==> src/rtl/servo_pkg.sv <==
// Shared defaults and FSM state type for the servo position sequencer.
package servo_pkg;

  localparam int SERVO_W          = 20;
  localparam int PERIOD_CYC_DEF   = 481001;
  localparam int MIN_W_DEF        = 11200;
  localparam int MID_W_DEF        = 40350;
  localparam int MAX_W_DEF        = 69500;
  localparam int STEP_DEF         = 1000;
  localparam int HOLD_FRAMES_DEF  = 4;

  typedef enum logic [1:0] {
    ST_IDLE = 2'd0,
    ST_MOVE = 2'd1,
    ST_HOLD = 2'd2
  } servo_state_t;

endpackage

==> src/rtl/servo_pwm_gen.sv <==
// Frame counter, end-of-frame strobe, registered frame_start and registered PWM compare.
module servo_pwm_gen
  import servo_pkg::*;
#(
  parameter int PERIOD_CYC = PERIOD_CYC_DEF,
  parameter int W          = SERVO_W
) (
  input  logic         clk,
  input  logic         rst,
  input  logic [W-1:0] cur_w,
  output logic         servo,
  output logic         frame_start,
  output logic         frame_end
);

  logic [W-1:0] cnt_r;
  logic         servo_r;
  logic         frame_start_r;

  assign frame_end   = (cnt_r == W'(PERIOD_CYC - 1));
  assign servo       = servo_r;
  assign frame_start = frame_start_r;

  // Free-running frame counter with registered pin and frame-start strobe.
  always_ff @(posedge clk) begin
    if (rst) begin
      cnt_r         <= '0;
      servo_r       <= 1'b0;
      frame_start_r <= 1'b0;
    end else begin
      cnt_r         <= frame_end ? '0 : cnt_r + W'(1);
      servo_r       <= (cnt_r < cur_w);
      frame_start_r <= (cnt_r == '0);
    end
  end

endmodule

==> src/rtl/servo_seq_ctrl.sv <==
// Valid/ready position sequencer slewing one servo PWM pin toward a clamped target.
// Build option: define SERVO_SLEW_EN for bounded per-frame steps; otherwise the width jumps in one frame.
module servo_seq_ctrl
  import servo_pkg::*;
#(
  parameter int PERIOD_CYC  = PERIOD_CYC_DEF,
  parameter int MIN_W       = MIN_W_DEF,
  parameter int MID_W       = MID_W_DEF,
  parameter int MAX_W       = MAX_W_DEF,
`ifdef SERVO_SLEW_EN
  parameter int STEP        = STEP_DEF,
`endif
  parameter int HOLD_FRAMES = HOLD_FRAMES_DEF,
  parameter int W           = SERVO_W
) (
  input  logic         clk,
  input  logic         rst,
  input  logic         cmd_valid,
  output logic         cmd_ready,
  input  logic [W-1:0] cmd_pos,
  output logic         busy,
  output logic         at_target,
  output logic         frame_start,
  output logic         servo
);

  servo_state_t state_r;
  logic [W-1:0] tgt_r;
  logic [W-1:0] cur_w_r;
  logic [W-1:0] hold_cnt_r;
  logic [W-1:0] clamp_s;
  logic         frame_end_s;

  assign cmd_ready = (state_r == ST_IDLE) && !rst;
  assign busy      = (state_r != ST_IDLE);
  assign at_target = (cur_w_r == tgt_r);

  // Saturate the requested width into the mechanically safe range.
  always_comb begin
    clamp_s = cmd_pos;
    if (cmd_pos < W'(MIN_W)) begin
      clamp_s = W'(MIN_W);
    end else if (cmd_pos > W'(MAX_W)) begin
      clamp_s = W'(MAX_W);
    end else begin
      clamp_s = cmd_pos;
    end
  end

`ifdef SERVO_SLEW_EN
  logic [W:0] diff_s;
  logic [W:0] mag_s;
  logic       near_s;

  // Signed distance to target; near_s means one step (or less) finishes the move.
  always_comb begin
    diff_s = {1'b0, tgt_r} - {1'b0, cur_w_r};
    if (diff_s[W]) begin
      mag_s = -diff_s;
    end else begin
      mag_s = diff_s;
    end
    near_s = (mag_s <= (W+1)'(STEP));
  end
`endif

  // Sequencer FSM; width changes only at the frame boundary so pulses never split.
  always_ff @(posedge clk) begin
    if (rst) begin
      state_r    <= ST_IDLE;
      tgt_r      <= W'(MID_W);
      cur_w_r    <= W'(MID_W);
      hold_cnt_r <= '0;
    end else begin
      case (state_r)
        ST_IDLE: begin
          if (cmd_valid) begin
            tgt_r   <= clamp_s;
            state_r <= ST_MOVE;
          end
        end
        ST_MOVE: begin
          if (frame_end_s) begin
`ifdef SERVO_SLEW_EN
            if (near_s) begin
              cur_w_r    <= tgt_r;
              state_r    <= ST_HOLD;
              hold_cnt_r <= '0;
            end else if (diff_s[W]) begin
              cur_w_r <= cur_w_r - W'(STEP);
            end else begin
              cur_w_r <= cur_w_r + W'(STEP);
            end
`else
            cur_w_r    <= tgt_r;
            state_r    <= ST_HOLD;
            hold_cnt_r <= '0;
`endif
          end
        end
        ST_HOLD: begin
          if (hold_cnt_r == W'(HOLD_FRAMES)) begin
            state_r <= ST_IDLE;
          end else if (frame_end_s) begin
            hold_cnt_r <= hold_cnt_r + W'(1);
          end
        end
        default: begin
          state_r <= ST_IDLE;
        end
      endcase
    end
  end

  servo_pwm_gen #(
    .PERIOD_CYC (PERIOD_CYC),
    .W          (W)
  ) u_pwm (
    .clk         (clk),
    .rst         (rst),
    .cur_w       (cur_w_r),
    .servo       (servo),
    .frame_start (frame_start),
    .frame_end   (frame_end_s)
  );

endmodule

==> config.mk <==
export PLATFORM = sky130hd
export DESIGN_NAME = servo_seq_ctrl
export DESIGN_NICKNAME = d
export VERILOG_FILES = /design/src/rtl/servo_pkg.sv /design/src/rtl/servo_pwm_gen.sv /design/src/rtl/servo_seq_ctrl.sv
export SDC_FILE = /design/constraint.sdc
export NUM_CORES = 1
export LEC_CHECK = 0
export CAP_MARGIN = 20
export CORE_ASPECT_RATIO = 0.5
export CORE_MARGIN = 8
export CORE_UTILIZATION = 30
export DETAILED_ROUTE_END_ITERATION = 10
export GPL_TIMING_DRIVEN = 0
export PLACE_DENSITY_LB_ADDON = 0.2
export SETUP_SLACK_MARGIN = 0.4
export SYNTH_ARGS = -nofsm -noshare
export SYNTH_HDL_FRONTEND = slang
export SYNTH_SLANG_ARGS = --single-unit
==> constraint.sdc <==
create_clock -name clk -period 2.4 [get_ports clk]
set_input_delay 0.48 -clock clk [delete_from_list [all_inputs] [get_ports clk]]
set_output_delay 0.48 -clock clk [all_outputs]
set_load 0.03 [all_outputs]
# After elaboration in Yosys (flattened, before gate mapping)
# Cells that the tools add are included.
op_classes:
  add_sub_neg: 2
  muxes: 10
  reduce_logical: 11
  order_cmp: 3
  n_eq_ne: 10
ops:
  columns: ["cell", "count"]
  rows:
  - ["20-bit two-way mux", 5]
  - ["20-bit by 1-bit adder with 20-bit output (second input constant)", 2]
  - ["20-bit case mux with 2 select lines", 1]
  - ["20-bit by 19-bit equality test with 1-bit output (second input constant)", 1]
  - ["20-bit equality test", 1]
  - ["20-bit by 3-bit equality test with 1-bit output (second input constant)", 1]
  - ["20-bit by 17-bit greater-than comparator with 1-bit output (second input constant)", 1]
  - ["20-bit zero test", 1]
  - ["20-bit by 14-bit less-than comparator with 1-bit output (second input constant)", 1]
  - ["20-bit less-than comparator", 1]
  - ["2-bit two-way mux", 3]
  - ["2-bit inequality test (second input constant)", 3]
  - ["2-bit case mux with 3 select lines", 1]
  - ["2-bit by 1-bit inequality test with 1-bit output (second input constant)", 2]
  - ["2-bit AND reduction", 2]
  - ["4-bit AND reduction", 1]
  - ["2-bit nonzero test", 2]
  - ["3-bit AND reduction", 1]
  - ["2-bit by 1-bit equality test with 1-bit output (second input constant)", 1]
  - ["2-bit equality test (second input constant)", 1]
  - ["2-bit zero test", 1]
  - ["2-bit OR reduction", 1]
  - ["1-bit logical AND", 1]
  - ["1-bit zero test", 1]
word_totals:
  in_bits: 23
  out_inout_bits: 5
  regBits: 84

# Longest topological paths before layout
depth:
  ltp_word: 4
  depth_mapped: 9
  mapped_depth_nobuf: 7

# By module
# Synthesis repeated with hierarchy kept, for this count alone.
unflattened:
  cells_unflattened: 531
  area_unflattened_um2: 4345.4
by_module_without_submodules:
  columns: ["module", "seq_area_each_um2", "n_inst", "cells_per_inst", "area_each_um2"]
  rows:
  - ["servo_seq_ctrl", 1241.2, 1, 355, 2889.0]
  - ["servo_pwm_gen", 440.4, 1, 176, 1456.4]

# Least setup slack after synthesis
# Ideal clock, no wire load.
synth_path:
  kind: "input port to flip-flop"
  from: "input port cmd_pos[19]"
  to: "register tgt_r[15]"
  setup_slack_ps: 375
  path_stages: 7
  arrival_ps: 1903
  setup_ps: 122
  cell_sequence: "or3_1 buf_2 nor4_4 a211oi_2 o21a_1 buf_6 a221o_1"
synth_between:
  elab_chain_len: 3
  elab_cells_between_ends: 4
synth_lines:
  columns: ["element", "line", "text"]
  rows:
  - ["start, declared", "servo_seq_ctrl.sv:20", "input logic [W-1:0] cmd_pos,"]
  - ["20-bit by 17-bit greater-than comparator with 1-bit output", "servo_seq_ctrl.sv:43", "end else if (cmd_pos > W'(MAX_W)) begin"]
  - ["20-bit two-way mux", "servo_seq_ctrl.sv:43", null]
  - ["20-bit two-way mux *", "servo_seq_ctrl.sv:41", "if (cmd_pos < W'(MIN_W)) begin"]
  - ["end signal, assigned", "servo_seq_ctrl.sv:71", "tgt_r <= W'(MID_W);"]
  - ["end signal, assigned", "servo_seq_ctrl.sv:78", "tgt_r <= clamp_s;"]
  - ["end, declared", "servo_seq_ctrl.sv:28", "logic [W-1:0] tgt_r;"]
# Mark *: on every way between the ends. The rest lies on a longest branch, timed or not.
# A chain may end at the register's enable or synchronous reset.

# Worst setup path in the final report
layout_path:
  from: "register u_pwm.cnt_r[0]"
  to: "register hold_cnt_r[3]"
layout_between:
  elab_chain_len: 3
  elab_cells_between_ends: 4
layout_lines:
  columns: ["element", "line", "text"]
  rows:
  - ["start, declared", "servo_pwm_gen.sv:16", "logic [W-1:0] cnt_r;"]
  - ["start signal, assigned", "servo_pwm_gen.sv:31", "cnt_r <= frame_end ? '0 : cnt_r + W'(1);"]
  - ["20-bit by 19-bit equality test with 1-bit output *", "servo_pwm_gen.sv:20", "assign frame_end = (cnt_r == W'(PERIOD_CYC - 1));"]
  - ["2-bit by 1-bit inequality test with 1-bit output (no line)", null, null]
  - ["4-bit AND reduction (no line) *", null, null]
  - ["end signal, assigned", "servo_seq_ctrl.sv:105", "hold_cnt_r <= hold_cnt_r + W'(1);"]
  - ["end, declared", "servo_seq_ctrl.sv:30", "logic [W-1:0] hold_cnt_r;"]
# Marked as above.

==> flow_summary.json <==
{
  "power.share.clock": 0.455,
  "yosys.cell_types.count": 58,
  "design.die.area_um2": 19700,
  "start_util": 0.302,
  "area_of_the_mapped_netlist_um2": 4570,
  "num_io_pins": 28,
  "cts.reportedPaths.clkPinSlew_ns": 0.07,
  "critPathRequiredTime_ns": 2.68,
  "synthCells": 556,
  "post_route_cells_drive_above_1_share": 0.228,
  "power-per-cell-area_nw_per_um2": 534,
  "yosys.cell_count.top_type": "dfxtp_1",
  "synth.ff_latch_count": 84,
  "routabilityCongestion": 0.809,
  "maxSlewViolCount": 0,
  "setup.worst_path.class": "register to register",
  "placedInstanceArea_um2": 5100,
  "hold_path_end": "tgt_r[14]$_SDFFE_PP0P_",
  "num_vias": 4344,
  "setup_viol_count_final": 0,
  "timing.hold.worst.start": "cmd_pos[14]",
  "total_neg_setup_slack_ns": 0,
  "wl_per_cell_um": 17.6,
  "comb_power_share": 0.095,
  "timing.critical_path.slowest_stage_cell": "or3_4",
  "worstRegToRegCells": 9,
  "number_of_fill_cells": 1545,
  "mappedNetlistNets": 602,
  "grt_remaining_overflow": 0,
  "ys_top_cells_by_count": "dfxtp_1 (84), nand2_1 (68), nor2_1 (45)",
  "worst_r2r_endpoint": "hold_cnt_r[3]$_SDFFE_PP0P_",
  "timing.max_cap.violations": 0,
  "ff2ff_setup_slack_ns": 0.32,
  "number_of_enable_type_register_cells_in_the_synthesized_netlist": 0,
  "sw_frac_of_total": 0.251,
  "crit_chain": "inv_4 -> ha_4 -> nor4b_4 -> and2_4 -> buf_4 -> buf_6 -> nand4_1 -> or3_4 -> a21oi_2",
  "total_power_mw": 3.20,
  "yosys-top-cells-area": "dfxtp_1 (37%), ha_1 (6.3%), nand2_1 (5.6%)",
  "cts_sinks": 84,
  "antenna-diode-count": 0,
  "power.ir.vdd_worst_mv": 0.310,
  "worst_setup_path_start_kind": "register",
  "internal_power_mw": 2.39,
  "port_buffers": 27,
  "routed_via_density": 5.28,
  "finalWirelength_um": 14500,
  "final_net_count": 659,
  "clk_latency_ns": 0.34,
  "post-route-cell-area_um2": 5980,
  "pin_count_of_the_biggest_net_entering_global_routing": 16,
  "async_flop_share": 0,
  "number_of_levels_in_the_clock_h_tree": 3,
  "rr_startpoint": "u_pwm.cnt_r[0]$_SDFF_PP0_",
  "kind_of_cell_with_the_highest_combined_delay_on_the_critical_path": "simple AND/OR/NAND/NOR gates",
  "die_width_um": 190,
  "die_y_um": 103,
  "ys_seq_area_frac": 0.368,
  "status": "finished, final reports clean",
  "synth_flop_cell": "dfxtp_1",
  "post_synth.cell_area_avg_um2": 8.21,
  "total_leakage_power_nw": 2.32,
  "synth.largest_area_cell": "dfxtp_1",
  "slowest_delay_ns": 0.44,
  "crit_path_cell_count": 9,
  "worst_hold_path.num_cells": 3,
  "fp-row-count": 32,
  "report.final.hold_viol_count": 0,
  "final-instance-count-excl-fill": 822,
  "clock-root-buffer": "clkbuf_16",
  "synth_top_cell_area_share": 0.368,
  "cts_tree": "yes",
  "core_area_um2": 15100,
  "number_of_antenna_violations_at_the_first_check_in_global_routing": 0,
  "critPathBufInv": 3,
  "slew_headroom": 0.472,
  "worst_setup_path_end_kind": "register",
  "cp_max_fo": 5,
  "cp_arrival_ns": 2.36,
  "grt_setup_unrepaired": "yes",
  "grt_first_pass_wirelength_um": 23000,
  "grt_usage": 0.150,
  "period_share": 0.868,
  "clk_path_buf_depth": 2,
  "worstMarginPinSlew_ns": 0.782,
  "detail_route.drc_violations": 0,
  "cts_buffers": 9,
  "flow.area_growth_from_synthesis_pct": 31.0,
  "fin_worst_skew_ns": 0.0101,
  "final_period_demand_of_the_worst_path_ns": 2.08,
  "placed_cells": 787,
  "power.sequential.fraction": 0.450,
  "detailedRoute.firstPassIterationCount": 4,
  "drt_first_iter_violations": 477,
  "max_freq_ghz": 0.480,
  "hold_path.class": "input pin to register",
  "final_antenna_net_count": 0,
  "synth_warnings": 0,
  "postCtsHoldBufs": 0,
  "place_hpwl_um": 10800,
  "power.net_switching_mw": 0.803,
  "grt_pass1_vias": 4162
}
[cell type report]
class,instances,area (um2),area share
multi-input cells,418,2960,0.495
flip-flops and latches,84,1710,0.285
repair buffers,46,420,0.0702
well taps,204,255,0.0427
clock buffers,10,239,0.0399
plain buffers,24,213,0.0355
inverters,30,118,0.0197
clock inverters,6,72.6,0.0121
[layer usage]
metal | GRT usage | vias to the layer above | share of wire
li1 | - | 2110 | -
met1 | 0.243 | 2080 | 0.55
met2 | 0.194 | 143 | 0.37
met3 | 0.0291 | 11 | 0.074
met4 | 0.0243 | 0 | 0.0066
met5 | 0 | - | 0
[how the worst max path moves through the flow]
stage                                         start                          to  slack [ns]
after floorplan                         cmd_pos[19]      tgt_r[15]$_SDFFE_PP1P_        0.38
after global placement                          rst                   cmd_ready       -1.36
after detailed placement                        rst                   cmd_ready       -1.35
after CTS                                       rst                   cmd_ready        0.26
after global routing       cur_w_r[19]$_SDFFE_PP0P_                   at_target        0.22
final                     u_pwm.cnt_r[0]$_SDFF_PP0_  hold_cnt_r[3]$_SDFFE_PP0P_        0.32
[power groups by stage]
stage | registers (mW) | clock network, mW | logic [mW]
final | 1.44 | 1.45 | 0.303
after global routing | 1.44 | 1.53 | 0.326
after CTS | 1.44 | 1.48 | 0.263
after detailed placement | 1.47 | 0 | 0.238
after global placement | 1.47 | 0 | 0.236
after floorplan | 1.47 | 0 | 0.127
[stage by stage]
| step | worst slack [ns] | util | hold WS [ns] |
|---|---|---|---|
| 3_3_place_gp | -1.36 | 0.337 | 0.462 |
| 4_1_cts | 0.261 | 0.370 | 0.481 |
| 5_1_grt | 0.219 | 0.395 | 0.454 |
| 3_5_place_dp | -1.35 | 0.337 | 0.472 |
| 6_report | 0.317 | 0.395 | 0.458 |
| 2_1_floorplan | 0.375 | - | 0.447 |
[cell families (layout without fill, tap and decap cells)]
| group | count (synthesis) | in the layout | synth area share |
|---|---|---|---|
| adders and majority gates | 23 | 23 | 0.0630 |
| and+or+nand+nor | 254 | 254 | 0.300 |
| muxes | 4 | 4 | 0.00877 |
| AOI/OAI and AO/OA | 100 | 100 | 0.138 |
| buffers and inverters | 54 | 116 | 0.0512 |
| xor gates and xnor gates | 37 | 37 | 0.0710 |
| DFF | 84 | 84 | 0.368 |
[cell usage in the layout (no fill, tap or decap), types with 4 or more instances in the layout]
cell	instances
and3_1	6
or4_4	10
clkbuf_16	10
o21a_1	4
a211oi_1	6
clkdlybuf4s50_1	13
a21oi_2	10
dfxtp_1	69
ha_1	22
buf_4	18
dlygate4sd2_1	4
a21o_1	7
nand2_1	68
nor3_1	9
xnor2_1	15
dfxtp_2	13
xor2_1	22
o31ai_4	5
buf_6	13
nor2_1	44
nor4_1	9
nor4_2	7
buf_2	5
nand3b_1	11
mux2i_1	4
nand3_1	23
nand4_1	22
and4_1	4
a21oi_1	30
nand2b_1	6
o21ai_0	12
clkbuf_2	4
inv_1	28
o31ai_1	7
[worst register-to-register path, delay by kind of cell (launching register included)]
family	cells	cell delay, ns
flip-flops	1	0.35
adder cells (fa/ha/maj)	1	0.12
AND/OR/NAND/NOR	4	1.17
AO/OA/AOI/OAI	1	0.12
buffers and inverters	3	0.26
[flip-flops by register name, indices dropped and copies added, names as in the netlist]
signal             cells
cur_w_r               20
hold_cnt_r            20
tgt_r                 20
u_pwm.cnt_r           20
state_r                2
u_pwm.frame_start      1
u_pwm.servo            1
[what timing repair did]
item / 4_1_cts / 5_1_grt
endpoints found under the setup margin: 80 / 76
buffers inserted: 8 / 9
pin swaps: 17 / 43
cloned: 1 / 1
resized for setup: 72 / 107
hold endpoints to repair: 0 / 0
(Power assumes the default switching activity.)
